[src/rtl/sr_cfg_pkg.sv]
// Shared state encoding and sizing helpers for the shift-register config loader.
// Word counts and index widths are derived here so the top and the packer agree.
package sr_cfg_pkg;

    typedef enum logic [2:0] {
        IDLE,
        LOAD,
        START,
        WAIT,
        CAPTURE,
        READOUT
    } state_t;

    localparam int SR_WIDTH  = 170;
    localparam int SR_WORD_W = 32;

    function automatic int calc_nwords(input int width, input int word_w);
        return (width + word_w - 1) / word_w;
    endfunction

    // A single-word image still needs a 1-bit index to keep port widths legal.
    function automatic int calc_idx_w(input int nwords);
        return (nwords > 1) ? $clog2(nwords) : 1;
    endfunction

    function automatic int word_lo(input int idx, input int word_w);
        return idx * word_w;
    endfunction

    localparam int NWORDS = calc_nwords(SR_WIDTH, SR_WORD_W);
    localparam int IDX_W  = calc_idx_w(NWORDS);

endpackage

[src/rtl/sr_word_packer.sv]
// Word <-> image slicing: merges one stream word into the config image and
// splits the readback image into words, masking bits above WIDTH.
module sr_word_packer
    import sr_cfg_pkg::*;
#(
    parameter int WIDTH     = SR_WIDTH,
    parameter int WORD_W    = SR_WORD_W,
    parameter int NUM_WORDS = calc_nwords(WIDTH, WORD_W),
    parameter int IDX_BITS  = calc_idx_w(NUM_WORDS)
) (
    input  logic [WIDTH-1:0]    image_in,
    input  logic [WORD_W-1:0]   wr_word,
    input  logic [IDX_BITS-1:0] wr_idx,
    output logic [WIDTH-1:0]    image_out,
    input  logic [WIDTH-1:0]    rd_image,
    input  logic [IDX_BITS-1:0] rd_idx,
    output logic [WORD_W-1:0]   rd_word
);

    localparam int PAD_W = NUM_WORDS * WORD_W;

    logic [PAD_W-1:0] rd_pad;

    // Only image bits that exist are written; excess bits of the last word fall away.
    always_comb begin
        image_out = image_in;
        for (int b = 0; b < WIDTH; b++) begin
            if (b / WORD_W == int'(wr_idx)) begin
                image_out[b] = wr_word[b % WORD_W];
            end
        end
    end

    always_comb begin
        rd_pad  = PAD_W'(rd_image);
        rd_word = '0;
        for (int w = 0; w < NUM_WORDS; w++) begin
            if (w == int'(rd_idx)) begin
                rd_word = rd_pad[word_lo(w, WORD_W) +: WORD_W];
            end
        end
    end

endmodule

[src/rtl/sr_cfg_loader.sv]
// Config loader for the Top_SR shift-register driver: word load, start pulse,
// fixed shift wait, readback capture and word readout. SR_READBACK_CHECK_EN adds a sticky compare.
module sr_cfg_loader
    import sr_cfg_pkg::*;
#(
    parameter int WIDTH       = SR_WIDTH,
    parameter int WORD_W      = SR_WORD_W,
    parameter int START_LEN   = 2,
    parameter int WAIT_CYCLES = 400
) (
    input  logic              clk_in,
    input  logic              rst_n,
    input  logic [WORD_W-1:0] wr_data,
    input  logic              wr_valid,
    output logic              wr_ready,
    output logic [WORD_W-1:0] rd_data,
    output logic              rd_valid,
    input  logic              rd_ready,
    output logic [WIDTH-1:0]  sr_din,
    output logic              sr_start,
    input  logic [WIDTH-1:0]  sr_dout,
    output logic              busy,
    output logic              done,
    output logic              mismatch
);

    localparam int NUM_WORDS = calc_nwords(WIDTH, WORD_W);
    localparam int IDX_BITS  = calc_idx_w(NUM_WORDS);
    localparam int START_W   = $clog2(START_LEN + 1);
    localparam int WAIT_W    = $clog2(WAIT_CYCLES + 1);
    localparam logic [IDX_BITS-1:0] LAST_IDX = IDX_BITS'(NUM_WORDS - 1);

    state_t              state, state_next;
    logic [IDX_BITS-1:0] idx;
    logic [START_W-1:0]  start_cnt;
    logic [WAIT_W-1:0]   wait_cnt;
    logic [WIDTH-1:0]    image, image_next, readback;
    logic                wr_fire, rd_fire;

    assign wr_fire = (state == LOAD) && wr_valid;
    assign rd_fire = (state == READOUT) && rd_ready;
    assign sr_din  = image;

    sr_word_packer #(
        .WIDTH     (WIDTH),
        .WORD_W    (WORD_W),
        .NUM_WORDS (NUM_WORDS),
        .IDX_BITS  (IDX_BITS)
    ) u_packer (
        .image_in  (image),
        .wr_word   (wr_data),
        .wr_idx    (idx),
        .image_out (image_next),
        .rd_image  (readback),
        .rd_idx    (idx),
        .rd_word   (rd_data)
    );

    always_ff @(posedge clk_in or negedge rst_n) begin
        if (!rst_n) state <= IDLE;
        else        state <= state_next;
    end

    // The IDLE-exit word is left on the bus so LOAD consumes it as word 0.
    always_comb begin
        state_next = state;
        case (state)
            IDLE:    if (wr_valid) state_next = LOAD;
            LOAD:    if (wr_valid && idx == LAST_IDX) state_next = START;
            START:   if (start_cnt == START_W'(START_LEN - 1)) state_next = WAIT;
            WAIT:    if (wait_cnt == WAIT_W'(WAIT_CYCLES - 1)) state_next = CAPTURE;
            CAPTURE: state_next = READOUT;
            READOUT: if (rd_ready && idx == LAST_IDX) state_next = IDLE;
            default: state_next = IDLE;
        endcase
    end

    always_comb begin
        wr_ready = (state == LOAD);
        sr_start = (state == START);
        rd_valid = (state == READOUT);
        busy     = (state != IDLE);
        done     = rd_fire && (idx == LAST_IDX);
    end

    always_ff @(posedge clk_in or negedge rst_n) begin
        if (!rst_n) begin
            idx       <= '0;
            start_cnt <= '0;
            wait_cnt  <= '0;
            image     <= '0;
            readback  <= '0;
        end else begin
            if (wr_fire || rd_fire) begin
                idx <= (idx == LAST_IDX) ? '0 : idx + 1'b1;
            end
            start_cnt <= (state == START && state_next == START) ? start_cnt + 1'b1 : '0;
            wait_cnt  <= (state == WAIT && state_next == WAIT) ? wait_cnt + 1'b1 : '0;
            if (wr_fire) begin
                image <= image_next;
            end
            if (state == CAPTURE) begin
                readback <= sr_dout;
            end
        end
    end

`ifdef SR_READBACK_CHECK_EN
    // Sticky until the next image starts loading, so a host can read it after done.
    always_ff @(posedge clk_in or negedge rst_n) begin
        if (!rst_n) begin
            mismatch <= 1'b0;
        end else if (state == CAPTURE && sr_dout != image) begin
            mismatch <= 1'b1;
        end else if (wr_fire && idx == '0) begin
            mismatch <= 1'b0;
        end
    end
`else
    assign mismatch = 1'b0;
`endif

endmodule

[config.mk]
export PLATFORM = sky130hd
export DESIGN_NAME = sr_cfg_loader
export DESIGN_NICKNAME = d
export VERILOG_FILES = /design/src/rtl/sr_cfg_pkg.sv /design/src/rtl/sr_word_packer.sv /design/src/rtl/sr_cfg_loader.sv
export SDC_FILE = /design/constraint.sdc
export NUM_CORES = 1
export LEC_CHECK = 0
export ABC_AREA = 0
export CAP_MARGIN = 20
export CORE_AREA = 8 8 206 208
export CTS_CLUSTER_DIAMETER = 50
export DETAILED_ROUTE_END_ITERATION = 8
export DIE_AREA = 0 0 214 216
export PLACE_DENSITY = 0.79
export SETUP_SLACK_MARGIN = 0.5
export SKIP_CTS_REPAIR_TIMING = 1
export SLEW_MARGIN = 30
export SYNTH_ARGS = -nofsm -noshare
export SYNTH_HDL_FRONTEND = slang
export SYNTH_HIERARCHICAL = 1
export SYNTH_SLANG_ARGS = --single-unit
[constraint.sdc]
create_clock -name clk_in -period 2.4 [get_ports clk_in]
set_input_delay 0.24 -clock clk_in [delete_from_list [all_inputs] [get_ports clk_in]]
set_output_delay 0.24 -clock clk_in [all_outputs]
set_load 0.01 [all_outputs]
==> metrics list, run 1 <==
- Syn Nets: 1427
* Final weighted congestion of routability-driven global placement: 0.898
- Wire length of the first global-routing pass: 75300 um
* Cell internal power dissipation: 18.9 mW
* Power density over the cells: 1150 nW/um2
- Logic gate share of total power: 0.476
* Crit-path cells: buf_12 > buf_4 > nand2b_4 > o311a_1 > dlymetal6s2s_1
- Unrepaired setup endpoints after global routing: true
* Xor-xnor portion of the synthesized cell area: 0.00202
- Final critical-path required period: 2.30 ns
- Metal2 WL: 25000 um
- Data arrives at the worst endpoint at 2.06 ns.
- Placement Rows: 73
- After routing the design area is 24200 um2.
- Slew of the pin with the lowest slew margin: 0.586 ns
* Syn Std Cell Area: 17300 um2
- Of the available clock period, the critical path in the final layout requires 0.960.
* Clock net sink count: 357
* Fraction of the mapped netlist area in simple logic gates: 0.0252
* Initial antenna violation count: 10
- Count of buffers from port buffering: 412
* Total routed wirelength: 52400 um
- The multi-input combinational cells in the finished layout cover a total of 7800 um2.
- Starting density of the core: 0.443
* Post-place instance area: 22100 um2
- In this run the top signal layer used is met5.
- Maximum ir drop on the vdd rail: 0.000609 V
- Pin count of the biggest net entering global routing: 61
- CTS tree: done
- In the final timing run, aggregate negative setup slack is 0 ns.
* Share of synthesized area occupied by flip-flops and latches: 0.515
- Combined flip-flop and latch cell area: 8940 um2
- The number of different library cells used by synthesis comes to 51.
- Setup slack closes at 0.0960 ns.
- In this run the power spent charging and discharging nets is 9.06 mW.
* Latest clock arrival within the worst-skew pair: 0.55 ns
- Mean routed wirelength per cell: 23.3 um
- Largest fanout on the critical path: 14
* Pleak: 10.7 nW
- Leftover overflow at the end of global routing: 0
- Die span in x: 214 um
- The first detailed-routing pass ran for 5 iterations.
- Library cell contributing the largest single delay on the critical path: sky130_fd_sc_hd__dfrtp_2
- Counting the fill cells in the layout gives 2908.
- Of the cells placed in the final design, the portion with a size suffix greater than 1 is 0.383.
- Delay-heaviest family, CP: buffers and inverters
- Adder-cell share of the synthesized area: 0.00144
- The via count of the first global-routing pass was 12800.
- The HPWL after detailed placement is 35000 um.
* Routed Antenna Nets: 0
- The floorplan step set the die height to 216 um.
- After synthesis, the share of cell area in mux cells is 0.352.
* Flip-flop and latch count after synthesis: 357
* Synth Area per Inst: 14.2 um2
- Level count of the clock H-tree: 2
* Core footprint: 39200 um2
- Dominant register cell in the synthesized netlist: sky130_fd_sc_hd__dfrtp_1
- Relative to the synthesized area, the layout overhead comes to 39.7%.
- Synthesis handed over a netlist of 1219 instances.
* Sequential fraction of design power: 0.314
- Fmax: 434 MHz
- The path class of the tightest hold or removal check is in -> async.
- The final hold violation count came to 0.
* Worst slew margin relative to its limit: 0.609
- Clock edge transition at the registers on the reported setup and hold paths: 0.06 ns
- The tool flagged a number of max-cap violations equal to 0.
- Deepest clock path buffer count: 3
* GRT Resource Usage Total: 0.204
* Share of total power in the clock network: 0.211
- Counting the buffers created by CTS gives 40.
- Of the total power, the share spent switching nets is 0.324.
* Outcome: completed
* Routed met3 length: 3870 um
* Root Buffer Master: sky130_fd_sc_hd__clkbuf_16
- Counting flops with a built-in enable in the synthesized netlist gives 0.
- Full die area: 46200 um2
- Setup violations remaining at the end of the flow were counted as 0.
- Top Ports: 414
- Between clock sinks in the finished design, the worst skew comes to 0.0225 ns.
- Buffers & Inverters on Critical Path: 3
- Summing over every cut layer, the via total after detailed routing is 12300.
* Post-detailed-route DRC marker count: 0
- The critical path is of the reg -> out type.
- The largest single stage delay on the critical path is 0.48 ns.
- Worst path required time: 2.16 ns
- After detailed routing, the number of vias per cell comes to 5.49.
- DRT iter0 DRCs: 733
* Yosys warnings: 6
- Fraction of the mapped netlist area in compound gates: 0.0586
* Hold slack: 0.233 ns
- STA classifies the critical path endpoint as an output port.
- The worst setup path is launched from a flip-flop.
* Share of async-settable or async-resettable flops after synthesis: 1.00
- Largest family of logic cells by synthesized area: multiplexers
- Number of nets at the end of the flow: 1902
- M1 wire length: 22000 um
- Before CTS, the worst setup slack after placement is 0.221 ns.
- The max-slew violation total from the final report was 0.
-- final cells by class --
cell class / count / area share
tap: 525 / 0.0271
timing repair buffer: 521 / 0.226
clock buffer: 59 / 0.0485
inverter: 17 / 0.00264
clock inverter: 10 / 0.00341
multi-input combinational: 757 / 0.322
sequential: 357 / 0.369
antenna: 3 / 0.000310
-- path summary, 6_finish.rpt --
check,from,to,slack (ns),cells after the start
worst min register to register,start_cnt[0],start_cnt[0],0.44,1
worst min-delay path,rst_n,sr_din[138],0.23,2
min in group clk_in,sr_dout[88],readback[88],0.30,2
worst max register to register,idx[1],sr_din[62],0.25,7
max in group asynchronous,rst_n,idx[1],1.26,4
worst max-delay path,idx[1],rd_data[1],0.1,5
-- synth_stat cells (2+ instances only) --
| master | count | area (um2) |
|---|---|---|
| sky130_fd_sc_hd__dfrtp_1 | 357 | 8930 |
| sky130_fd_sc_hd__nand3_1 | 6 | 30.0 |
| sky130_fd_sc_hd__nand3b_1 | 4 | 30.0 |
| sky130_fd_sc_hd__o22ai_1 | 10 | 62.6 |
| sky130_fd_sc_hd__a211oi_1 | 10 | 75.1 |
| sky130_fd_sc_hd__a2bb2oi_1 | 22 | 193 |
| sky130_fd_sc_hd__buf_4 | 20 | 150 |
| sky130_fd_sc_hd__xnor2_1 | 3 | 26.3 |
| sky130_fd_sc_hd__nor3b_4 | 2 | 37.5 |
| sky130_fd_sc_hd__o311a_1 | 10 | 100 |
| sky130_fd_sc_hd__buf_6 | 18 | 203 |
| sky130_fd_sc_hd__nand2b_1 | 4 | 25.0 |
| sky130_fd_sc_hd__mux2i_1 | 32 | 320 |
| sky130_fd_sc_hd__clkbuf_1 | 11 | 41.3 |
| sky130_fd_sc_hd__mux2_1 | 94 | 1060 |
| sky130_fd_sc_hd__inv_1 | 17 | 63.8 |
| sky130_fd_sc_hd__nand2_1 | 26 | 97.6 |
| sky130_fd_sc_hd__o221ai_1 | 32 | 280 |
| sky130_fd_sc_hd__nor2b_1 | 4 | 25.0 |
| sky130_fd_sc_hd__nor2_1 | 8 | 30.0 |
| sky130_fd_sc_hd__nor3_1 | 5 | 25.0 |
| sky130_fd_sc_hd__a22oi_1 | 22 | 165 |
| sky130_fd_sc_hd__ha_1 | 2 | 25.0 |
| sky130_fd_sc_hd__or3_1 | 4 | 25.0 |
| sky130_fd_sc_hd__buf_1 | 5 | 18.8 |
| sky130_fd_sc_hd__and3b_1 | 2 | 17.5 |
| sky130_fd_sc_hd__o21ai_0 | 4 | 20.0 |
| sky130_fd_sc_hd__mux2_2 | 419 | 4720 |
| sky130_fd_sc_hd__a21oi_1 | 13 | 65.1 |
| sky130_fd_sc_hd__buf_2 | 23 | 115 |
| sky130_fd_sc_hd__nand4_1 | 2 | 12.5 |
| sky130_fd_sc_hd__buf_12 | 9 | 180 |
-- cells by family after synthesis --
logic type | after synthesis
flip-flops | 357
other | 1
AND/OR/NAND/NOR | 75
buffers and inverters | 105
AO/OA/AOI/OAI | 130
multiplexers | 545
XOR/XNOR | 4
adder cells (fa/ha/maj) | 2
-- stage by stage --
stage	power, mW	std cells	util
global placement	20.1	2126	0.565
finish	28.0	2249	0.618
global route	29.3	2246	0.618
detailed placement	20.5	2126	0.565
floorplan	15.2	1219	-
CTS	26.4	2195	0.597
-- cells in the final DEF, fill, tap and decap left out, types with 13 or more instances in the layout --
cell	count
sky130_fd_sc_hd__clkdlybuf4s50_1	374
sky130_fd_sc_hd__a2bb2oi_1	18
sky130_fd_sc_hd__a21oi_1	13
sky130_fd_sc_hd__mux2_2	418
sky130_fd_sc_hd__a22oi_1	21
sky130_fd_sc_hd__mux2i_1	29
sky130_fd_sc_hd__buf_12	25
sky130_fd_sc_hd__inv_1	17
sky130_fd_sc_hd__o221ai_1	24
sky130_fd_sc_hd__dfrtp_1	351
sky130_fd_sc_hd__buf_4	57
sky130_fd_sc_hd__clkbuf_2	27
sky130_fd_sc_hd__mux2_1	94
sky130_fd_sc_hd__clkbuf_16	54
sky130_fd_sc_hd__nand2_1	26
-- sequential cells by signal (all words and copies together) (netlist names) --
name / count
idx: 3
sr_din: 170
start_cnt: 2
state: 3
readback: 170
wait_cnt: 9
-- power groups by stage --
stage / registers, mW / clock network (mW) / logic, mW
CTS: 8.77 / 6.01 / 11.7
finish: 8.76 / 5.89 / 13.3
floorplan: 9.19 / 0 / 6.01
global placement: 8.75 / 0 / 11.3
global route: 8.97 / 6.26 / 14.0
detailed placement: 8.87 / 0 / 11.6
-- routing by layer --
metal,GRT usage,vias up
met5,0,-
met4,0.0587,12
met3,0.0669,94
met2,0.332,473
met1,0.257,6283
li1,-,5482
Note: power is estimated with default switching activity, not from simulation.
==> run 2, diff against run 1 <==
--- a/config.mk
+++ b/config.mk
@@ -11,6 +11,7 @@
 export CTS_CLUSTER_DIAMETER = 50
 export DETAILED_ROUTE_END_ITERATION = 8
 export DIE_AREA = 0 0 214 216
+export MAX_ROUTING_LAYER = met4
 export PLACE_DENSITY = 0.79
 export SETUP_SLACK_MARGIN = 0.5
 export SKIP_CTS_REPAIR_TIMING = 1
==> run 2 against run 1 <==
Total power hardly changed. Final area is 0.11% higher. Sequential share of layout area hardly changed. Setup slack worse by 0.016 ns.
==> metrics list, run 2 (synthesis gave the netlist of run 1 again) <==
* Outcome: completed (unchanged)
* Worst slew margin relative to its limit: 0.613 (was 0.609)
- Worst hold path type: in -> async (unchanged)
* Cell internal power dissipation: 18.9 mW (about the same)
- The HPWL reported at the end of detailed placement was 35000 um (unchanged).
- The layout net count is 1902 (unchanged).
- Maximum cell stage delay along the critical path: 0.48 ns (about the same)
- Post-detailed-route DRC marker count: 0 (unchanged)
* DIE HEIGHT: 216 um (unchanged)
- Wire length of the first global-routing pass: 75400 um (was 75300 um)
* Kind of start point of the critical path: flip-flop (unchanged)
- Maximum ir drop on the vdd rail: 0.000608 V (was 0.000609 V)
* Core footprint: 39200 um2 (unchanged)
- Post-Route Setup TNS: 0 ns (unchanged)
- The number of routed nets with antenna violations is 0 (unchanged).
* Arrival time at the worst endpoint: 2.08 ns (was 2.06 ns)
- Final critical-path required period: 2.32 ns (was 2.30 ns)
* Combined area of the multi-input logic cells: 7820 um2 (was 7800 um2)
- The number of buffers on the longest clock path is 3 (unchanged).
- The largest net degree at the start of global routing was 61 (unchanged).
- Sequential fraction of design power: 0.314 (about the same)
- Full die area: 46200 um2 (unchanged)
- Combined flip-flop and latch cell area: 8940 um2 (unchanged)
- The total of endpoints with negative setup slack in the final report is 0 (unchanged).
* Root Buffer Master: sky130_fd_sc_hd__clkbuf_16 (unchanged)
- The TritonCTS buffer count came to 40 (unchanged).
- The initial antenna violation count came to 10 (unchanged).
* Worst path required time: 2.16 ns (about the same)
* Leftover overflow at the end of global routing: 0 (unchanged)
- Delay-heaviest family, CP: buffers and inverters (unchanged)
- The number of standard-cell rows in the floorplan was 73 (unchanged).
- The pin slew with the least headroom to its limit is 0.580 ns (was 0.586 ns).
* Number of cells in the finished layout apart from fillers: 2258 (was 2249)
- Area Growth Syn to Fin: 39.8% (was 39.7%)
- The placer's final routability congestion estimate is 0.913 (was 0.898).
- The TritonCTS clock tree is done (unchanged).
- Fraction of power spent switching nets: 0.324 (about the same)
* Utilization of the core after routing: 0.619 (was 0.618)
- The clock network fraction of design power was 0.211 (about the same).
- The clock latency on the worst-skew pair was 0.55 ns (about the same).
- The slowest stage cell on the critical path is sky130_fd_sc_hd__dfrtp_2 (unchanged).
* Switching power: 9.05 mW (was 9.06 mW)
* Commonest non-fill, non-tap cell in the layout: sky130_fd_sc_hd__mux2_2 (unchanged)
- Most frequent cells in the layout: 418 x sky130_fd_sc_hd__mux2_2, 374 x sky130_fd_sc_hd__clkdlybuf4s50_1, 351 x sky130_fd_sc_hd__dfrtp_1, 94 x sky130_fd_sc_hd__mux2_1, 57 x sky130_fd_sc_hd__buf_4 (unchanged)
* Starting density of the core: 0.443 (unchanged)
- Largest fanout on the critical path: 14 (unchanged)
* Pleak: 10.7 nW (about the same)
- The power density over the cells is 1150 nW/um2 (about the same).
- Layout cells sized above 1: 0.385 (was 0.383)
* DRT Pass-1 Iters: 5 (unchanged)
- Number of global-route vias before repair: 12800 (about the same)
* Top Ports: 414 (unchanged)
* Number of cells after detailed placement: 2126 (unchanged)
- The critical path start-end classification is reg -> out (unchanged).
- The total of fill cells in the finished design came to 2895 (was 2908).
* Number of maximum-capacitance constraint violations: 0 (unchanged)
- The ratio of final minimum period to clock period came to 0.967 (was 0.960).
- Count of buffers from port buffering: 412 (unchanged)
- Fmax: 431 MHz (was 434 MHz)
- Unrepaired setup endpoints after global routing: true (unchanged).
- The routed via count divided by cell count was 5.43 (was 5.49).
- The worst path buffer plus inverter count was 3 (unchanged).
- The initial DRC count came to 765 (was 733).
* Die span in x: 214 um (unchanged)
* Count of final hold-check violations: 0 (unchanged)
- The worst clock skew was 0.0225 ns (about the same).
- The critical path endpoint category was an output port (unchanged).
- Clock net sink count: 357 (unchanged)
* Fin. max-slew vios: 0 (unchanged)
- The via total after detailed routing was 12300 (about the same).
- Level count of the clock H-tree: 2 (unchanged)
- The detailed-route wire length is 52100 um (was 52400 um).
- The total global-route track usage is 0.210 (was 0.204).
* Mean routed wirelength per cell: 23.1 um (was 23.3 um)
* Crit-path cells: buf_12 > buf_4 > nand2b_4 > o311a_1 > dlymetal6s2s_1 (unchanged)
- Logic gate share of total power: 0.476 (about the same)
* Clock edge transition at the registers on the reported setup and hold paths: 0.06 ns (about the same)
-- run 2: changes by cell type in the layout (fill, tap and decap cells not counted), moves of 3 or more --
cell | before | now
sky130_fd_sc_hd__clkbuf_2 | 27 | 24
sky130_fd_sc_hd__o221ai_1 | 24 | 21
sky130_fd_sc_hd__o221ai_2 | 8 | 11
sky130_fd_sc_hd__diode_2 | 3 | 12
sky130_fd_sc_hd__buf_2 | 2 | 5
-- run 2: power by group through the flow --
| stage | Combinational (mW) | Clock, mW | Sequential [mW] |
|---|---|---|---|
| 2_1_floorplan | 6.01 | 0 | 9.19 |
| 3_3_place_gp | 11.3 | 0 | 8.75 |
| 3_5_place_dp | 11.6 | 0 | 8.87 |
| 4_1_cts | 11.7 | 6.01 | 8.77 |
| 5_1_grt | 14.0 | 6.26 | 8.97 |
| 6_report | 13.3 | 5.88 | 8.76 |
-- run 2: final timing paths --
| path | slack [ns] | start | to | cells past startpoint |
|---|---|---|---|---|
| max in group asynchronous | 1.27 | rst_n | idx[1] | 4 |
| setup reg to reg | 0.24 | idx[1] | sr_din[128] | 6 |
| hold / removal | 0.23 | rst_n | sr_din[138] | 2 |
| setup / recovery | 0.08 | idx[1] | rd_data[1] | 5 |
| hold reg to reg | 0.44 | start_cnt[0] | start_cnt[0] | 1 |
| min in group clk_in | 0.30 | sr_dout[118] | readback[118] | 2 |
-- run 2: layer usage --
metal	global-route usage	wire [um]
met4	0.0587	1520
met2	0.332	24700
met1	0.261	22400
met5	-	0
met3	0.0617	3520
-- run 2: cell type report --
type	instances	share of cell area
Multi-Input combinational cell	757	0.322
Antenna cell	12	0.00124
Clock inverter	10	0.00341
Sequential cell	357	0.369
Clock buffer	59	0.0484
Inverter	17	0.00263
Timing Repair Buffer	521	0.226
Tap cell	525	0.0271
-- run 2: per-stage QoR --
stage	power (mW)	setup slack, ns	cell area (um2)	hold WS, ns
final	27.9	0.0798	24200	0.229
after global routing	29.2	-0.00121	24200	0.254
after CTS	26.4	-0.390	23400	-0.355
after detailed placement	20.5	0.221	22100	0.231
after global placement	20.1	0.224	22100	0.216
after floorplan	15.2	0.539	17300	-0.0556
